### src/rtl/csi2_packet_parser_if.sv
// CSI-2 packet parser bus: aligned lane words in, payload and sync events out.
// slave is the parser's view; master is the upstream/downstream harness view.
interface csi2_packet_parser_if;
  logic            data_in_enable;
  logic [3:0][7:0] data_in;
  logic            data_enable;
  logic [3:0][7:0] data;
  logic [2:0]      data_bytes_valid;
  logic            interrupt;
  logic            frame_start;
  logic            frame_end;
  logic            line_start;
  logic            line_end;
  logic            header_error;
  logic            truncated;

  modport slave (
    input  data_in_enable, data_in,
    output data_enable, data, data_bytes_valid, interrupt,
           frame_start, frame_end, line_start, line_end,
           header_error, truncated
  );

  modport master (
    output data_in_enable, data_in,
    input  data_enable, data, data_bytes_valid, interrupt,
           frame_start, frame_end, line_start, line_end,
           header_error, truncated
  );
endinterface

### src/rtl/csi2_packet_parser.sv
// CSI-2 packet parser: checks header ECC, decodes frame/line sync short
// packets and strips header and CRC from accepted long packets. Every output
// is registered, one cycle after the word that caused it.
module csi2_packet_parser #(
  parameter logic [5:0] ACCEPT_DATA_TYPE       = 6'h2A,
  parameter logic [1:0] ACCEPT_VIRTUAL_CHANNEL = 2'd0
) (
  input  logic                 clk,
  input  logic                 reset,
  csi2_packet_parser_if.slave  bus
);

  typedef enum logic [1:0] {
    ST_IDLE    = 2'd0,
    ST_PAYLOAD = 2'd1,
    ST_DROP    = 2'd2
  } state_t;

  // Hamming parity over the 24 header bits; the top two ECC bits are zero.
  function automatic logic [7:0] header_ecc(input logic [23:0] d);
    logic [5:0] p;
    p[0] = d[0] ^ d[1] ^ d[2] ^ d[4] ^ d[5] ^ d[7] ^ d[10] ^ d[11] ^ d[13] ^
           d[16] ^ d[20] ^ d[21] ^ d[22] ^ d[23];
    p[1] = d[0] ^ d[1] ^ d[3] ^ d[4] ^ d[6] ^ d[8] ^ d[10] ^ d[12] ^ d[14] ^
           d[17] ^ d[20] ^ d[21] ^ d[22] ^ d[23];
    p[2] = d[0] ^ d[2] ^ d[3] ^ d[5] ^ d[6] ^ d[9] ^ d[11] ^ d[12] ^ d[15] ^
           d[18] ^ d[20] ^ d[21] ^ d[22];
    p[3] = d[1] ^ d[2] ^ d[3] ^ d[7] ^ d[8] ^ d[9] ^ d[13] ^ d[14] ^ d[15] ^
           d[19] ^ d[20] ^ d[21] ^ d[23];
    p[4] = d[4] ^ d[5] ^ d[6] ^ d[7] ^ d[8] ^ d[9] ^ d[16] ^ d[17] ^ d[18] ^
           d[19] ^ d[20] ^ d[22] ^ d[23];
    p[5] = d[10] ^ d[11] ^ d[12] ^ d[13] ^ d[14] ^ d[15] ^ d[16] ^ d[17] ^
           d[18] ^ d[19] ^ d[21] ^ d[22] ^ d[23];
    return {2'b00, p};
  endfunction

  state_t          state_r, state_s;
  logic [15:0]     remaining_r, remaining_s;
  logic            data_enable_r, data_enable_s;
  logic [3:0][7:0] data_r, data_s;
  logic [2:0]      bytes_valid_r, bytes_valid_s;
  logic            interrupt_r, interrupt_s;
  // bit 0 frame_start, 1 frame_end, 2 line_start, 3 line_end
  logic [3:0]      flags_r, flags_s;
  logic            header_error_r, header_error_s;
  logic            truncated_r, truncated_s;

  // Header fields, valid only when the current word is a header.
  logic [1:0]  vc_s;
  logic [5:0]  dt_s;
  logic [15:0] wc_s;
  logic        ecc_ok_s;
  logic [2:0]  step_s;
  logic [3:0]  lane_keep_s;

  assign vc_s     = bus.data_in[0][7:6];
  assign dt_s     = bus.data_in[0][5:0];
  assign wc_s     = {bus.data_in[2], bus.data_in[1]};
  assign ecc_ok_s = (bus.data_in[3] ==
                     header_ecc({bus.data_in[2], bus.data_in[1], bus.data_in[0]}));
  // Bytes consumed by this payload word: min(4, remaining), so no underflow.
  assign step_s   = (remaining_r >= 16'd4) ? 3'd4 : remaining_r[2:0];

  // Lanes carrying payload; lanes beyond the count (CRC/filler) are zeroed.
  always_comb begin
    lane_keep_s = 4'b1111;
    case (step_s)
      3'd1:    lane_keep_s = 4'b0001;
      3'd2:    lane_keep_s = 4'b0011;
      3'd3:    lane_keep_s = 4'b0111;
      default: lane_keep_s = 4'b1111;
    endcase
  end

  // Next-state and next-output logic for the header/payload/drop sequencer.
  always_comb begin
    state_s        = state_r;
    remaining_s    = remaining_r;
    data_enable_s  = 1'b0;
    data_s         = data_r;
    bytes_valid_s  = bytes_valid_r;
    interrupt_s    = 1'b0;
    flags_s        = flags_r;
    header_error_s = 1'b0;
    truncated_s    = 1'b0;
    case (state_r)
      ST_IDLE: begin
        if (bus.data_in_enable) begin
          state_s = ST_DROP;
          if (!ecc_ok_s) begin
            header_error_s = 1'b1;
          end else if (vc_s != ACCEPT_VIRTUAL_CHANNEL) begin
            state_s = ST_DROP;
          end else if (dt_s < 6'h10) begin
            if (dt_s <= 6'h03) begin
              interrupt_s = 1'b1;
              flags_s     = 4'b0001 << dt_s[1:0];
            end else begin
              flags_s = flags_r;
            end
          end else if ((dt_s == ACCEPT_DATA_TYPE) && (wc_s != 16'h0000)) begin
            remaining_s = wc_s;
            state_s     = ST_PAYLOAD;
          end else begin
            state_s = ST_DROP;
          end
        end else begin
          state_s = ST_IDLE;
        end
      end
      ST_PAYLOAD: begin
        if (bus.data_in_enable) begin
          data_enable_s = 1'b1;
          bytes_valid_s = step_s;
          for (int i = 0; i < 4; i++) begin
            data_s[i] = lane_keep_s[i] ? bus.data_in[i] : 8'h00;
          end
          remaining_s = remaining_r - {13'd0, step_s};
          if (remaining_r == {13'd0, step_s}) begin
            state_s = ST_DROP;
          end else begin
            state_s = ST_PAYLOAD;
          end
        end else begin
          truncated_s = 1'b1;
          state_s     = ST_IDLE;
        end
      end
      ST_DROP: begin
        if (bus.data_in_enable) begin
          state_s = ST_DROP;
        end else begin
          state_s = ST_IDLE;
        end
      end
      default: state_s = ST_IDLE;
    endcase
  end

  // State and output registers with synchronous reset.
  always_ff @(posedge clk) begin
    if (reset) begin
      state_r        <= ST_IDLE;
      remaining_r    <= 16'h0000;
      data_enable_r  <= 1'b0;
      data_r         <= 32'h0000_0000;
      bytes_valid_r  <= 3'd0;
      interrupt_r    <= 1'b0;
      flags_r        <= 4'b0000;
      header_error_r <= 1'b0;
      truncated_r    <= 1'b0;
    end else begin
      state_r        <= state_s;
      remaining_r    <= remaining_s;
      data_enable_r  <= data_enable_s;
      data_r         <= data_s;
      bytes_valid_r  <= bytes_valid_s;
      interrupt_r    <= interrupt_s;
      flags_r        <= flags_s;
      header_error_r <= header_error_s;
      truncated_r    <= truncated_s;
    end
  end

  assign bus.data_enable      = data_enable_r;
  assign bus.data             = data_r;
  assign bus.data_bytes_valid = bytes_valid_r;
  assign bus.interrupt        = interrupt_r;
  assign bus.frame_start      = flags_r[0];
  assign bus.frame_end        = flags_r[1];
  assign bus.line_start       = flags_r[2];
  assign bus.line_end         = flags_r[3];
  assign bus.header_error     = header_error_r;
  assign bus.truncated        = truncated_r;

endmodule

### src/flat_wrapper.sv
// flat-port wrapper written by rule: the top's interface ports become plain ports
module csi2_packet_parser_flat 
#(
  parameter logic [5:0] ACCEPT_DATA_TYPE       = 6'h2A,
  parameter logic [1:0] ACCEPT_VIRTUAL_CHANNEL = 2'd0
)
  (clk, reset, bus_data_in_enable, bus_data_in, bus_data_enable, bus_data, bus_data_bytes_valid, bus_interrupt, bus_frame_start, bus_frame_end, bus_line_start, bus_line_end, bus_header_error, bus_truncated);
  csi2_packet_parser_if bus_i ();
  input  logic clk;
  input  logic reset;
  input wire logic [$bits(bus_i.data_in_enable)-1:0] bus_data_in_enable;
  input wire logic [$bits(bus_i.data_in)-1:0] bus_data_in;
  output wire logic [$bits(bus_i.data_enable)-1:0] bus_data_enable;
  output wire logic [$bits(bus_i.data)-1:0] bus_data;
  output wire logic [$bits(bus_i.data_bytes_valid)-1:0] bus_data_bytes_valid;
  output wire logic [$bits(bus_i.interrupt)-1:0] bus_interrupt;
  output wire logic [$bits(bus_i.frame_start)-1:0] bus_frame_start;
  output wire logic [$bits(bus_i.frame_end)-1:0] bus_frame_end;
  output wire logic [$bits(bus_i.line_start)-1:0] bus_line_start;
  output wire logic [$bits(bus_i.line_end)-1:0] bus_line_end;
  output wire logic [$bits(bus_i.header_error)-1:0] bus_header_error;
  output wire logic [$bits(bus_i.truncated)-1:0] bus_truncated;
  assign bus_i.data_in_enable = bus_data_in_enable;
  assign bus_i.data_in = bus_data_in;
  assign bus_data_enable = bus_i.data_enable;
  assign bus_data = bus_i.data;
  assign bus_data_bytes_valid = bus_i.data_bytes_valid;
  assign bus_interrupt = bus_i.interrupt;
  assign bus_frame_start = bus_i.frame_start;
  assign bus_frame_end = bus_i.frame_end;
  assign bus_line_start = bus_i.line_start;
  assign bus_line_end = bus_i.line_end;
  assign bus_header_error = bus_i.header_error;
  assign bus_truncated = bus_i.truncated;
  csi2_packet_parser #(.ACCEPT_DATA_TYPE(ACCEPT_DATA_TYPE), .ACCEPT_VIRTUAL_CHANNEL(ACCEPT_VIRTUAL_CHANNEL)) u_core (.clk(clk), .reset(reset), .bus(bus_i));
endmodule
### config.mk
export PLATFORM = sky130hd
export DESIGN_NAME = csi2_packet_parser_flat
export DESIGN_NICKNAME = d
export VERILOG_FILES = /design/src/rtl/csi2_packet_parser_if.sv /design/src/rtl/csi2_packet_parser.sv /design/src/flat_wrapper.sv
export SDC_FILE = /design/constraint.sdc
export NUM_CORES = 1
export LEC_CHECK = 0
export BUFFER_PORTS_ARGS = -buffer_cell sky130_fd_sc_hd__buf_4
export CAP_MARGIN = 40
export CORE_MARGIN = 2
export CORE_UTILIZATION = 54
export CTS_CLUSTER_SIZE = 28
export DETAILED_ROUTE_END_ITERATION = 12
export GPL_TIMING_DRIVEN = 0
export PLACE_DENSITY = 0.91
export SYNTH_ARGS = -nofsm -noshare
export SYNTH_HDL_FRONTEND = slang
export SYNTH_SLANG_ARGS = --single-unit
### constraint.sdc
create_clock -name clk -period 7 [get_ports clk]
set_clock_uncertainty 0.05 [all_clocks]
set_input_delay 0.35 -clock clk [delete_from_list [all_inputs] [get_ports clk]]
set_output_delay 0.35 -clock clk [all_outputs]
set_load 0.1 [all_outputs]
==> impl_metrics.py <==
metrics = {
    "routing": {
        "ant_nets": 0,
        "met2RoutedLength_mm": 5.16,
        "dr.pass1.iters": 6,
        "drc_errors": 0,
        "wl_met1_mm": 4.27,
        "topRoutingLayerUsed": "met4",
        "drt-initial-drc-count": 433,
        "routed_via_density": 6.31,
        "drt_wl_total_mm": 10.9,
        "met3_length_mm": 1.04,
        "vias": 3564,
        "wl_per_cell_um": 19.3,
    },
    "sta": {
        "post-route-min-period_ps": 3420,
        "rsz0062_at_grt": "false",
        "tightest_slew_ps": 759,
        "fin_crit_sh_pct": 48.9,
        "fmax_ghz": 0.292,
        "setup_viol": 0,
        "worst_slack_ps": 3580,
        "report.final.slew_viol_count": 0,
        "hold_viol": 0,
        "slew_headroom_pct": 49.2,
        "timing.setup.tns_ps": 0,
    },
    "synth": {
        "ys_seq_area_share_pct": 36.0,
        "yosysWarnings": 0,
        "synth_fp_nets": 440,
        "ys_seq_elements": 61,
        "synth-simple-area-share_pct": 21.7,
        "synth_edf_count": 0,
        "synth_top_family_by_area": "simple AND/OR/NAND/NOR gates",
        "netlist_area_sq_um": 3390,
        "synth-compound-area-share_pct": 20.3,
        "synthMuxAreaShare_pct": 0,
        "yosys_most_used_dff": "dfxtp_1",
        "synth.avg_cell_area_sq_um": 8.54,
        "yosysUniqueCellTypes": 54,
        "synthCells": 397,
        "async_flop_share_pct": 0,
        "synthAdderAreaFrac_pct": 2.95,
        "synth_xor_area_share_pct": 14.8,
    },
    "finish": {
        "fillCellCount": 457,
        "nets": 528,
        "postLayoutCellArea_sq_um": 4290,
        "syn_to_final_growth_pct": 26.4,
        "drive_gt1_share_pct": 21.2,
        "antenna_cells": 0,
    },
    "clocking": {
        "clock_latency_ps": 350,
        "postCtsSetupRepairBufs": 0,
        "cts_buffers": 9,
        "clkTransAtPathRegs_ps": 80,
        "cts_resized": 0,
        "clockRootBuffer": "clkbuf_8",
        "hold_buffers": 0,
        "clockBufferDepth": 2,
        "cts_tree": "done",
        "htree_num_levels": 3,
        "clock_sinks": 61,
    },
    "placement": {
        "portBuffers": 76,
        "place_ws_ps": 3700,
        "dpl-instance-area_sq_um": 4060,
        "gp_congestion": 0.926,
        "dp_hpwl_mm": 7.70,
    },
    "critical_path": {
        "crit_type": "reg -> reg",
        "r2r_start": "u_core.remaining_r[3]",
        "worstPathRequired_ps": 7190,
        "r2r_slack_ps": 3580,
        "cp_data_arrival_time_ps": 3610,
        "cp_max_fo": 9,
        "worstSetupEndpoint": "u_core.remaining_r[12]",
        "regToRegEndpoint": "u_core.remaining_r[12]",
        "startpoint_type": "flip-flop",
        "endpoint_kind": "flip-flop",
        "worstSetupStartpoint": "u_core.remaining_r[3]",
        "rr_worst_depth": 12,
    },
    "floorplan": {
        "coreArea_sq_um": 5990,
        "rows": 28,
        "start_util_pct": 56.6,
        "num_io_pins": 78,
        "dieArea_sq_um": 6930,
        "die_h_um": 83.2,
        "dieWidth_um": 83.2,
    },
    "worst_hold_path": {
        "holdCritPathClass": "in -> reg",
    },
    "grt": {
        "grt_overflow_total": 0,
        "grt_pass1_vias": 3295,
        "track_usage_pct": 31.0,
        "antenna_found_initial": 0,
        "grt_first_pass_wirelength_mm": 16.9,
        "grt_max_degree": 12,
    },
    "job": {
        "timing.max_cap.violations": 0,
    },
    "status": {
        "status": "finished, final reports clean",
    },
    "pwr": {
        "leakagePower_nw": 1.75,
        "p_per_area_nw_per_um2": 204,
        "vdd_drop_max_mv": 0.149,
    },
}
[cells in the mapped netlist, types with 6 or more instances]
cell type	count	area share, %
nand2_1	35	3.9
xnor3_1	8	5.3
clkbuf_1	20	2.2
nand3_1	16	2.4
a21oi_1	27	4.0
dfxtp_1	61	36
nor4_1	9	1.7
nor3_1	20	3.0
ha_1	8	3.0
xnor2_1	29	7.5
a211oi_1	6	1.3
inv_1	11	1.2
o21ai_0	10	1.5
a22oi_1	25	5.5
nor2_1	40	4.4
[per-layer routing]
layer / up-vias / GRT usage, %
met3: 46 / 6.26
li1: 1626 / -
met2: 228 / 50.7
met1: 1664 / 39.6
met5: - / 0
met4: 0 / 13.7
[worst min path at each step]
stage	from	to	slack, ps	cells past startpoint
6_report	bus_data_in_enable	u_core.bus.truncated	170	2
5_1_grt	bus_data_in_enable	u_core.bus.truncated	180	2
4_1_cts	bus_data_in_enable	u_core.bus.truncated	180	2
3_5_place_dp	u_core.bus.data[1]	u_core.bus.data[1]	400	2
3_3_place_gp	u_core.bus.data_bytes_valid[1]	u_core.bus.data_bytes_valid[1]	390	2
2_1_floorplan	bus_data_in_enable	u_core.bus.truncated	380	1
[layout make-up]
| class | instances | area, sq um | area share [%] |
|---|---|---|---|
| Clock buffer | 10 | 138 | 3.21 |
| Sequential cell | 61 | 1220 | 28.5 |
| Clock inverter | 6 | 86.3 | 2.01 |
| Multi-Input combinational cell | 301 | 2030 | 47.3 |
| Inverter | 11 | 41.3 | 0.963 |
| Buffer | 24 | 100 | 2.34 |
| Timing Repair Buffer | 77 | 578 | 13.5 |
| Tap cell | 75 | 93.8 | 2.19 |
[sequential cells by signal (all words and copies together), names as in the netlist]
signal and count:
u_core.flags_r 4, u_core.bus.data 32, u_core.remaining_r 16, u_core.bus.data_bytes_valid 3, u_core.state_r 2, u_core.bus.interrupt 1
u_core.bus.header_error 1, u_core.bus.truncated 1, u_core.bus.data_enable 1
[worst max-delay path: stages (launching register included)]
cell and delay, ps:
dfxtp_1 300, clkbuf_1 180, or4_1 590, nor2_1 270
and3_1 210, clkbuf_1 340, nand2b_1 180, ha_1 230
a31oi_1 100, o21bai_1 310, or4_1 210, o21ai_0 80
a32o_1 270
[cell families after synthesis]
family | after synthesis
AOI/OAI and AO/OA | 100
xor gates and xnor gates | 43
adders and majority gates | 8
buffers and inverters | 35
DFF | 61
other | 1
and+or+nand+nor | 149
[power by group]
group | total [mW] | switching (mW) | internal [mW]
clock | 0.360 | 0.151 | 0.209
sequential | 0.348 | 0.000473 | 0.347
combinational | 0.166 | 0.0871 | 0.0790
[layout by cell type, fill, tap and decap left out, drive strengths merged, types with 5 or more instances in the layout]
master	instances
buf	81
dfxtp	61
nor2	40
nand2	35
clkbuf	30
xnor2	29
a21oi	27
a22oi	25
nor3	20
nand3	16
inv	11
o21ai	11
nor4	9
xnor3	9
ha	8
a211oi	6
a31oi	5
xor2	5
o211ai	5
[per-stage QoR]
| stage | hold slack (ps) | instances | utilization, % | total power [mW] |
|---|---|---|---|---|
| after global routing | 180 | 565 | 71.6 | 0.900 |
| after CTS | 177 | 565 | 71.6 | 0.870 |
| after detailed placement | 400 | 549 | 67.8 | 0.519 |
| after floorplan | 379 | 397 | - | 0.470 |
| final | 170 | 565 | 71.6 | 0.874 |
| after global placement | 395 | 548 | 67.7 | 0.512 |
(Power assumes the default switching activity.)
